===== src/rtl/mux_scan_pkg.sv =====
// Shared encodings for the N-to-1 scanning multiplexer.
package mux_scan_pkg;

    typedef enum logic [1:0] {
        ST_IDLE   = 2'd0,
        ST_MANUAL = 2'd1,
        ST_SCAN   = 2'd2
    } state_t;

    localparam logic MODE_MANUAL = 1'b0;
    localparam logic MODE_SCAN   = 1'b1;

endpackage


===== src/rtl/onehot_decoder.sv =====
// Channel index to one-hot enable vector; out-of-range indices give all zeros.
module onehot_decoder #(
    parameter  int N    = 4,
    localparam int SELW = $clog2(N)
) (
    input  logic [SELW-1:0] idx,
    output logic [N-1:0]    onehot
);

    for (genvar k = 0; k < N; k++) begin : g_bit
        assign onehot[k] = (idx == SELW'(k));
    end

endmodule


===== src/rtl/mux_nx1_scan.sv =====
// N-to-1 W-bit AND/OR multiplexer with manual or round-robin scan channel
// selection and a one-entry valid/ready output register.
module mux_nx1_scan
    import mux_scan_pkg::*;
#(
    parameter  int W     = 8,
    parameter  int N     = 4,
    parameter  int DWELL = 4,
    localparam int SELW  = $clog2(N)
) (
    input  logic            clk,
    input  logic            rst,
    input  logic            en,
    input  logic            mode,
    input  logic [SELW-1:0] sel,
    input  logic            sel_load,
    input  logic [N*W-1:0]  in_bus,
    input  logic            out_ready,
    output logic            out_valid,
    output logic [W-1:0]    y,
    output logic [SELW-1:0] ch,
    output logic            err
);

    localparam int DCW = (DWELL > 1) ? $clog2(DWELL) : 1;

    state_t              state, state_nxt;
    logic [SELW-1:0]     cur_ch;
    logic [DCW-1:0]      dwell_cnt;
    logic [N-1:0]        en_vec;
    logic [N-1:0][W-1:0] gated;
    logic [W-1:0]        y_next;
    logic                run, ld, man_load, sel_ok, dwell_end;

    onehot_decoder #(.N(N)) u_dec (
        .idx    (cur_ch),
        .onehot (en_vec)
    );

    for (genvar k = 0; k < N; k++) begin : g_gate
        assign gated[k] = in_bus[k*W +: W] & {W{en_vec[k]}};
    end

    always_comb begin
        y_next = '0;
        for (int k = 0; k < N; k++) y_next |= gated[k];
    end

    always_comb begin
        state_nxt = ST_IDLE;
        if (en) state_nxt = (mode == MODE_SCAN) ? ST_SCAN : ST_MANUAL;
    end

    assign run       = (state != ST_IDLE);
    assign ld        = run & (~out_valid | out_ready);
    assign man_load  = sel_load & (mode == MODE_MANUAL);
    assign sel_ok    = (int'(sel) < N);
    assign dwell_end = (dwell_cnt == DCW'(DWELL - 1));

    always_ff @(posedge clk or posedge rst) begin
        if (rst) state <= ST_IDLE;
        else     state <= state_nxt;
    end

    // A manual load on the same edge as a scan step wins the channel update.
    always_ff @(posedge clk or posedge rst) begin
        if (rst) begin
            cur_ch    <= '0;
            dwell_cnt <= '0;
            err       <= 1'b0;
        end else begin
            if (state == ST_SCAN && ld) begin
                if (dwell_end) begin
                    dwell_cnt <= '0;
                    cur_ch    <= (cur_ch == SELW'(N - 1)) ? '0 : cur_ch + 1'b1;
                end else begin
                    dwell_cnt <= dwell_cnt + 1'b1;
                end
            end
            if (state_nxt == ST_SCAN && state != ST_SCAN) dwell_cnt <= '0;
            if (man_load && sel_ok)  cur_ch <= sel;
            if (man_load && !sel_ok) err    <= 1'b1;
        end
    end

    always_ff @(posedge clk or posedge rst) begin
        if (rst) begin
            out_valid <= 1'b0;
            y         <= '0;
            ch        <= '0;
        end else if (ld) begin
            out_valid <= 1'b1;
            y         <= y_next;
            ch        <= cur_ch;
        end else if (out_ready) begin
            out_valid <= 1'b0;
        end
    end

endmodule


===== config.mk =====
export PLATFORM = sky130hd
export DESIGN_NAME = mux_nx1_scan
export DESIGN_NICKNAME = d
export VERILOG_FILES = /design/src/rtl/mux_scan_pkg.sv /design/src/rtl/onehot_decoder.sv /design/src/rtl/mux_nx1_scan.sv
export SDC_FILE = /design/constraint.sdc
export NUM_CORES = 1
export LEC_CHECK = 0
export BUFFER_PORTS_ARGS = -buffer_cell sky130_fd_sc_hd__buf_2
export CORE_MARGIN = 8
export CORE_UTILIZATION = 49
export CTS_BUF_LIST = sky130_fd_sc_hd__clkbuf_8
export DETAILED_ROUTE_END_ITERATION = 12
export GPL_TIMING_DRIVEN = 0
export PLACE_DENSITY = 0.92
export RECOVER_POWER = 25
export REMOVE_ABC_BUFFERS = 1
export SYNTH_ARGS = -nofsm -noshare
export SYNTH_HDL_FRONTEND = slang
export SYNTH_SLANG_ARGS = --single-unit

===== constraint.sdc =====
create_clock -name clk -period 3.8 [get_ports clk]
set_input_delay 0.38 -clock clk [delete_from_list [all_inputs] [get_ports clk]]
set_output_delay 0.38 -clock clk [all_outputs]
set_load 0.02 [all_outputs]

# Yosys cells after proc, flatten, opt, wreduce, memory -nomap -nowiden
# Index checks and enable logic that the tools add are counted.
[word_totals]
elab_cells = 47
inputBits = 40
output_inout_bits = 12
reg_bits = 17
[classes]
eq_ne = 7
n_reduce_logical = 9
n_bitwise = 12
n_addsub = 2
muxes = 11
[ops]
columns = ["operator", "n"]
rows = [
  ["$and 8x8->8", 4],
  ["$or 8x8->8", 3],
  ["$mux 2", 9],
  ["$eq 2x2->1 const B", 5],
  ["$reduce_bool 2->1", 5],
  ["$add 2x1->2 const B", 2],
  ["$and 1x1->1", 2],
  ["$eq 2x1->1 const B", 1],
  ["$logic_and 1x1->1", 2],
  ["$logic_not 2->1", 1],
  ["$mux 1", 2],
  ["$ne 2x2->1 const B", 1],
  ["$not 1->1", 2],
  ["$reduce_and 2->1", 1],
  ["$or 1x1->1", 1],
]

# Depth between registers and ports, before layout
# Gate-level depths: netlist (run 1).
[logic_depth]
ltp_word = 6
depth_mapped = 6
depth_no_buf = 5

# Modules after synthesis
# From an unflattened synthesis (run 1), not the netlist that was laid out.
[hier_totals]
hier_cells = 90
area_unflattened_um2 = 940.9
[modules_own_cells]
columns = ["mod", "seq_area_each_um2", "n_inst", "cells_per_inst", "area_each_um2"]
rows = [
  ["mux_nx1_scan", 425.4, 1, 86, 914.6],
  ["onehot_decoder", 0.0, 1, 4, 26.3],
]

# Worst setup path after synthesis (run 1)
# OpenSTA, ideal clock, no wires.
[synth_timing]
path_type = "register to register"
startpoint = "register cur_ch[0]"
endpoint = "register cur_ch[0]"
path_stages_with_launch = 6
setup_slack_ns = 2.275
period_less_slack_ns = 1.525
t_arrival_ns = 1.443
path_buffers = 1
path_cell_list = "dfrtp_1 -> ha_1 -> clkbuf_1 -> nand2b_1 -> or4_1 -> a31oi_1"
[synth_between]
elab_chain_len = 5
elab_cells_between_ends = 6
cone_classes = "add/sub (1); eq/ne (1); mux (4)"
[synth_lines]
columns = ["element", "line", "rtl"]
rows = [
  ["from (decl)", "mux_nx1_scan.sv:28", "logic [SELW-1:0] cur_ch;"],
  ["from (signal assigned)", "mux_nx1_scan.sv:75", "cur_ch <= (cur_ch == SELW'(N - 1)) ? '0 : cur_ch + 1'b1;"],
  ["from (signal assigned)", "mux_nx1_scan.sv:81", "if (man_load && sel_ok) cur_ch <= sel;"],
  ["$add 2x1->2 / $eq 2x2->1 (equally long branches)", "mux_nx1_scan.sv:75", ""],
  ["$mux 2 *", "mux_nx1_scan.sv:75", ""],
  ["$mux 2 *", "mux_nx1_scan.sv:73", "if (dwell_end) begin"],
  ["$mux 2 *", "mux_nx1_scan.sv:72", "if (state == ST_SCAN && ld) begin"],
  ["$mux 2 *", "mux_nx1_scan.sv:81", ""],
]
# Every way passes the cells marked *; elsewhere a longest branch is shown, timed or not. The select of a mux whose other input is x is not followed.
# A chain may end at the register's enable or synchronous reset.

# Worst setup path after layout (run 1)
# Ends and elaborated chain as after synthesis.

==> results of run 1 <==
[layout by cell type (no fill, tap or decap)]
master / count
a22o_1: 1
a22oi_1: 16
a31oi_1: 2
buf_2: 49
clkbuf_1: 1
clkbuf_8: 3
conb_1: 1
dfrtp_1: 17
ha_1: 5
inv_1: 6
mux2_1: 3
mux2_2: 8
nand2_1: 10
nand2b_1: 4
nor2_1: 5
nor2_4: 1
nor2b_1: 1
nor2b_4: 1
o22a_1: 1
o31ai_1: 2
or3_1: 1
or4_1: 1
[final cells by class]
class,count,area [um^2]
clock buffer,3,41.3
clock inverter,1,3.75
fill,162,648
inverter,5,18.8
multi-input combinational,63,482
sequential,17,425
tap,27,33.8
timing repair buffer,50,249
[registers in the layout, indices dropped and copies added (netlist names)]
register / cells
cur_ch: 2
y: 8
ch: 2
state: 2
dwell_cnt: 2
out_valid: 1
[routing by layer]
metal / global-route usage [%] / vias to the layer above / share of wire, %
met5: 0 / - / 0
met4: 8.50 / 0 / 2.1
met3: 6.02 / 7 / 16
met2: 25.3 / 50 / 44
met1: 13.5 / 391 / 38
li1: - / 420 / -
[cell families (layout without fill, tap and decap cells)]
group           count (synthesis)  after routing  synth area share (%)
simple gates                   24             24                  13.2
compound gates                 22             22                  17.2
flops                          17             17                  44.3
mux                            11             11                  12.9
buf+inv                        11             59                  5.48
fa+ha+maj                       5              5                  6.52
other cells                     1              1                 0.391
[final timing paths]
check,startpoint,endpoint
min reg2reg,y[2],y[2]
max reg2reg,cur_ch[0],cur_ch[0]
max,cur_ch[0],cur_ch[0]
min,rst,state[0]
min in group clk,mode,state[0]
max in group asynchronous,rst,y[5]
[where the power goes]
group / switching (mW) / internal [mW]
sequential: 0.0313 / 0.235
combinational: 0.145 / 0.114
clock: 0.0560 / 0.0716
==> results.cfg, run 1 <==
[outcome]
outcome = complete, no violations

[synth]
synth_seq_cells = 17
yosysWarnings = 0
synth_top_cell_by_area = dfrtp_1
syn_area_um2 = 960
synthFlopType = dfrtp_1
synth_most_common_cell = dfrtp_1
synth_top_cells_by_area = dfrtp_1 44%, a22oi_1 13%, mux2_2 9.4%
ys_types = 22
synth_edf_count = 0
syn-instance-count = 91
ys_seq_area_share_pct = 44.3
synth_top_area_share_pct = 44.3
synth_common_cells = 17 x dfrtp_1, 16 x a22oi_1, 10 x nand2_1, 8 x mux2_2
synthArstFlopShare_pct = 100
syn_avg_cell_area_um2 = 10.5

[timing]
fin_crit_ns = 1.63
setup_viol = 0
skew_ns = 0.00123
setup_ws_ns = 2.17
grt_setup_unrepaired = no
tns_ns = 0
max_freq_mhz = 613
slew-limit-headroom_pct = 59.1
fin_hold_ws_ns = 0.198
slew_violations = 0
fin_crit_sh_pct = 42.9
hold_viol = 0
worst_pin_slew_ns = 0.613

[critical_path]
crit_chain = ha_1, nand2b_1, or4_1, a31oi_1
crit_type = flop to flop
crit_cells = 4
crit_fanout = 9
cp_top_family = simple AND/OR/NAND/NOR gates
critPathLaunchType = flop
critPathCaptureType = flop
reg2reg_slack_ns = 2.17
cpMaxStageDelayCell = dfrtp_1
critPathMaxStageDelay_ns = 0.44
worstPathArrival_ns = 1.80
r2r_cells = 4
cp.required_ns = 3.97
critPathBufInv = 0

[die]
die_x_um = 60.3
core_region_area_um2 = 1900
io_pins = 52
initial_core_util_pct = 50.5
rows = 16
die_h_um = 60.3
die-area_um2 = 3630

[clock_tree]
cts_made_buffers = 3
cts_resized = 0
clk_latency_ns = 0.25
path_clk_slew_ns = 0.06
cts_hold_buffers = 0
clock_path_buffers = 2
cts_sinks = 17
htree_levels = 1
cts_setup_buffers = 0
cts_tree = done
root_buffer = clkbuf_8

[final_layout]
drive_gt1_share_pct = 44.6
diodes = 0
finalInstanceArea_um2 = 1250
fin_nets = 185
stdcell_count = 166
finalCoreUtilization_pct = 65.9
area_growth_pct = 30.6

[worst_hold_path]
hold_path.class = input port to asynchronous set/reset pin

[route]
drcViolationCount = 0
vias = 868
via_per_inst = 5.23
drt_iter0_drc = 33
postRouteAntennaNets = 0
wirelength_um = 2540
first_pass_iters = 4
post_drt_wl_per_cell_um = 15.3

[grt]
gr-total-overflow = 0
antenna_found_initial = 0
grt_max_degree = 18
grt_pass1_vias = 972
grt_pass1_wl_um = 3980
grt_usage_pct = 14.4

[placed_design]
dp_hpwl_um = 2140
pre_cts_slack_ns = 2.19
place_congestion = 0.886
placed_area_um2 = 1210
dpl.cell_count = 162
port_buffers = 50

[power_and_ir_drop]
total_power_mw = 0.652
ir_drop_uv = 290
leakagePower_nw = 0.651
power.density_nw_per_um2 = 520

[job]
maxCapViolCount = 0
(Power assumes the default switching activity.)
==> run 2, diff against run 1 <==
--- a/config.mk
+++ b/config.mk
@@ -7,11 +7,11 @@
 export LEC_CHECK = 0
 export BUFFER_PORTS_ARGS = -buffer_cell sky130_fd_sc_hd__buf_2
 export CORE_MARGIN = 8
-export CORE_UTILIZATION = 49
+export CORE_UTILIZATION = 45
 export CTS_BUF_LIST = sky130_fd_sc_hd__clkbuf_8
 export DETAILED_ROUTE_END_ITERATION = 12
 export GPL_TIMING_DRIVEN = 0
-export PLACE_DENSITY = 0.92
+export PLACE_DENSITY = 0.86
 export RECOVER_POWER = 25
 export REMOVE_ABC_BUFFERS = 1
 export SYNTH_ARGS = -nofsm -noshare
==> constraint.sdc (replaced) <==
create_clock -name clk -period 1.6 [get_ports clk]
set_input_delay 0.16 -clock clk [delete_from_list [all_inputs] [get_ports clk]]
set_output_delay 0.16 -clock clk [all_outputs]
set_load 0.02 [all_outputs]
==> results.cfg, run 2 (synthesis gave the netlist of run 1 again) <==
[route]
wirelength_um = 2570
vias = 885
post_drt_wl_per_cell_um = 15.4
postRouteAntennaNets = 0
via_per_inst = 5.30
drt_iter0_drc = 65
drcViolationCount = 0
first_pass_iters = 4

[power_and_ir_drop]
power_switching_mw = 0.554
ir_drop_uv = 726
power.density_nw_per_um2 = 1220
leakagePower_nw = 0.628
total_power_mw = 1.54
pwr-share-comb_pct = 39.6
p_int_mw = 0.986
p_seq_share_pct = 41.1
clockPowerShare_pct = 19.3
sw_frac_of_total_pct = 36.0

[placed_design]
dp_hpwl_um = 2150
place_congestion = 0.878
port_buffers = 50

[worst_hold_path]
hold_start = mode
hold_path.class = input port to flop

[clock_tree]
cts_made_buffers = 3
cts_sinks = 17
clock_path_buffers = 2
path_clk_slew_ns = 0.06
htree_levels = 1
clk_latency_ns = 0.24
root_buffer = clkbuf_8
cts_tree = done
cts_setup_buffers = 0

[critical_path]
r2r_cells = 4
worstReg2RegStart = cur_ch[0]
timing.rr.end = cur_ch[0]
critPathCaptureType = flop
cpMaxStageDelayCell = dfrtp_2
cp.required_ns = 1.77
critPathBufInv = 0
crit_cells = 4
reg2reg_slack_ns = 0.10
critPathCapture = cur_ch[0]
critPathMaxStageDelay_ns = 0.44
crit_type = flop to flop
critPathLaunchType = flop
crit_chain = ha_2, nand2b_1, or4_1, a31oi_1
crit_fanout = 9
worstPathArrival_ns = 1.66
cp-startpoint = cur_ch[0]
cp_top_family = simple AND/OR/NAND/NOR gates

[timing]
slew-limit-headroom_pct = 59.3
grt_setup_unrepaired = no
hold_viol = 0
skew_ns = 0.00342
setup_viol = 0
fin_crit_ns = 1.50
slew_violations = 0
max_freq_mhz = 668
fin_crit_sh_pct = 93.6
tns_ns = 0
worst_pin_slew_ns = 0.609

[final_layout]
largest_register_ffs = 8
drive_gt1_share_pct = 40.7
diodes = 0
top_register = y
final_cell_mix = 41 x buf_2, 16 x a22oi_1, 16 x dfrtp_1
finalCoreUtilization_pct = 63.6
final_common_cell = buf_2
fin_nets = 186
area_growth_pct = 31.3

[die]
io_pins = 52
core_region_area_um2 = 1980
die_x_um = 62.2
initial_core_util_pct = 48.4
die_h_um = 62.2
rows = 16
die-area_um2 = 3870

[grt]
grt-busiest-layer = met2
antenna_found_initial = 0
grt_usage_pct = 13.0
grt_pass1_wl_um = 4230
grt_pass1_vias = 894
grt.met2_usage_pct = 20.4
grt_max_degree = 18
gr-total-overflow = 0
met3_usage_pct = 5.73
grtUsageMet1_pct = 14.9

[outcome]
outcome = complete, no violations

[job]
maxCapViolCount = 0
## run 2: cell count changes in the layout (fill, tap and decap cells not counted), sizes merged
cell / change
dlygate4sd3: +1
buf: -8
clkbuf: +8
## run 2: power by group through the flow
stage	Combinational [mW]	Clock (mW)	Sequential, mW
after global routing	0.668	0.330	0.649
after global placement	0.602	0	0.627
after detailed placement	0.629	0	0.637
final	0.610	0.297	0.633
after floorplan	0.282	0	0.749
after CTS	0.634	0.309	0.630
## run 2: per-stage QoR
stage	hold WS, ns	worst slack, ns	cells	cell area [um^2]
global route	0.120	0.00621	167	1260
detailed placement	0.273	0.00233	162	1210
floorplan	0.0861	0.147	85	926
global placement	0.258	0.0461	162	1210
CTS	0.0838	0.0771	167	1270
finish	0.122	0.103	167	1260
## run 2: worst min path at each step
stage | end | slack (ns) | cells past startpoint
floorplan | ch[0] | 0.09 | 1
global placement | out_valid | 0.26 | 2
detailed placement | state[1] | 0.27 | 2
CTS | state[0] | 0.08 | 2
global route | state[0] | 0.12 | 2
finish | state[0] | 0.12 | 2
## run 2: final cells by class
type,instances,area (um^2)
clock inverter,1,3.75
sequential,17,427
inverter,5,18.8
timing repair buffer,51,249
multi-input combinational,63,487
tap,27,33.8
clock buffer,3,41.3
fill,173,722
## run 2: what timing repair did
action / in CTS / in global routing
hold buffers: 1 / 0
setup endpoints to repair: 1 / 3
gates cloned: 0 / 0
gates resized for setup: 1 / 2
endpoints found under the hold margin: 2 / 0
## run 2: metal layers
| layer | wire length [um] | vias up | share of wire, % |
|---|---|---|---|
| met5 | 0 | - | 0 |
| met3 | 310 | 2 | 12 |
| met4 | 14 | 0 | 0.55 |
| met1 | 1130 | 407 | 44 |
| met2 | 1110 | 56 | 43 |
| li1 | - | 420 | - |
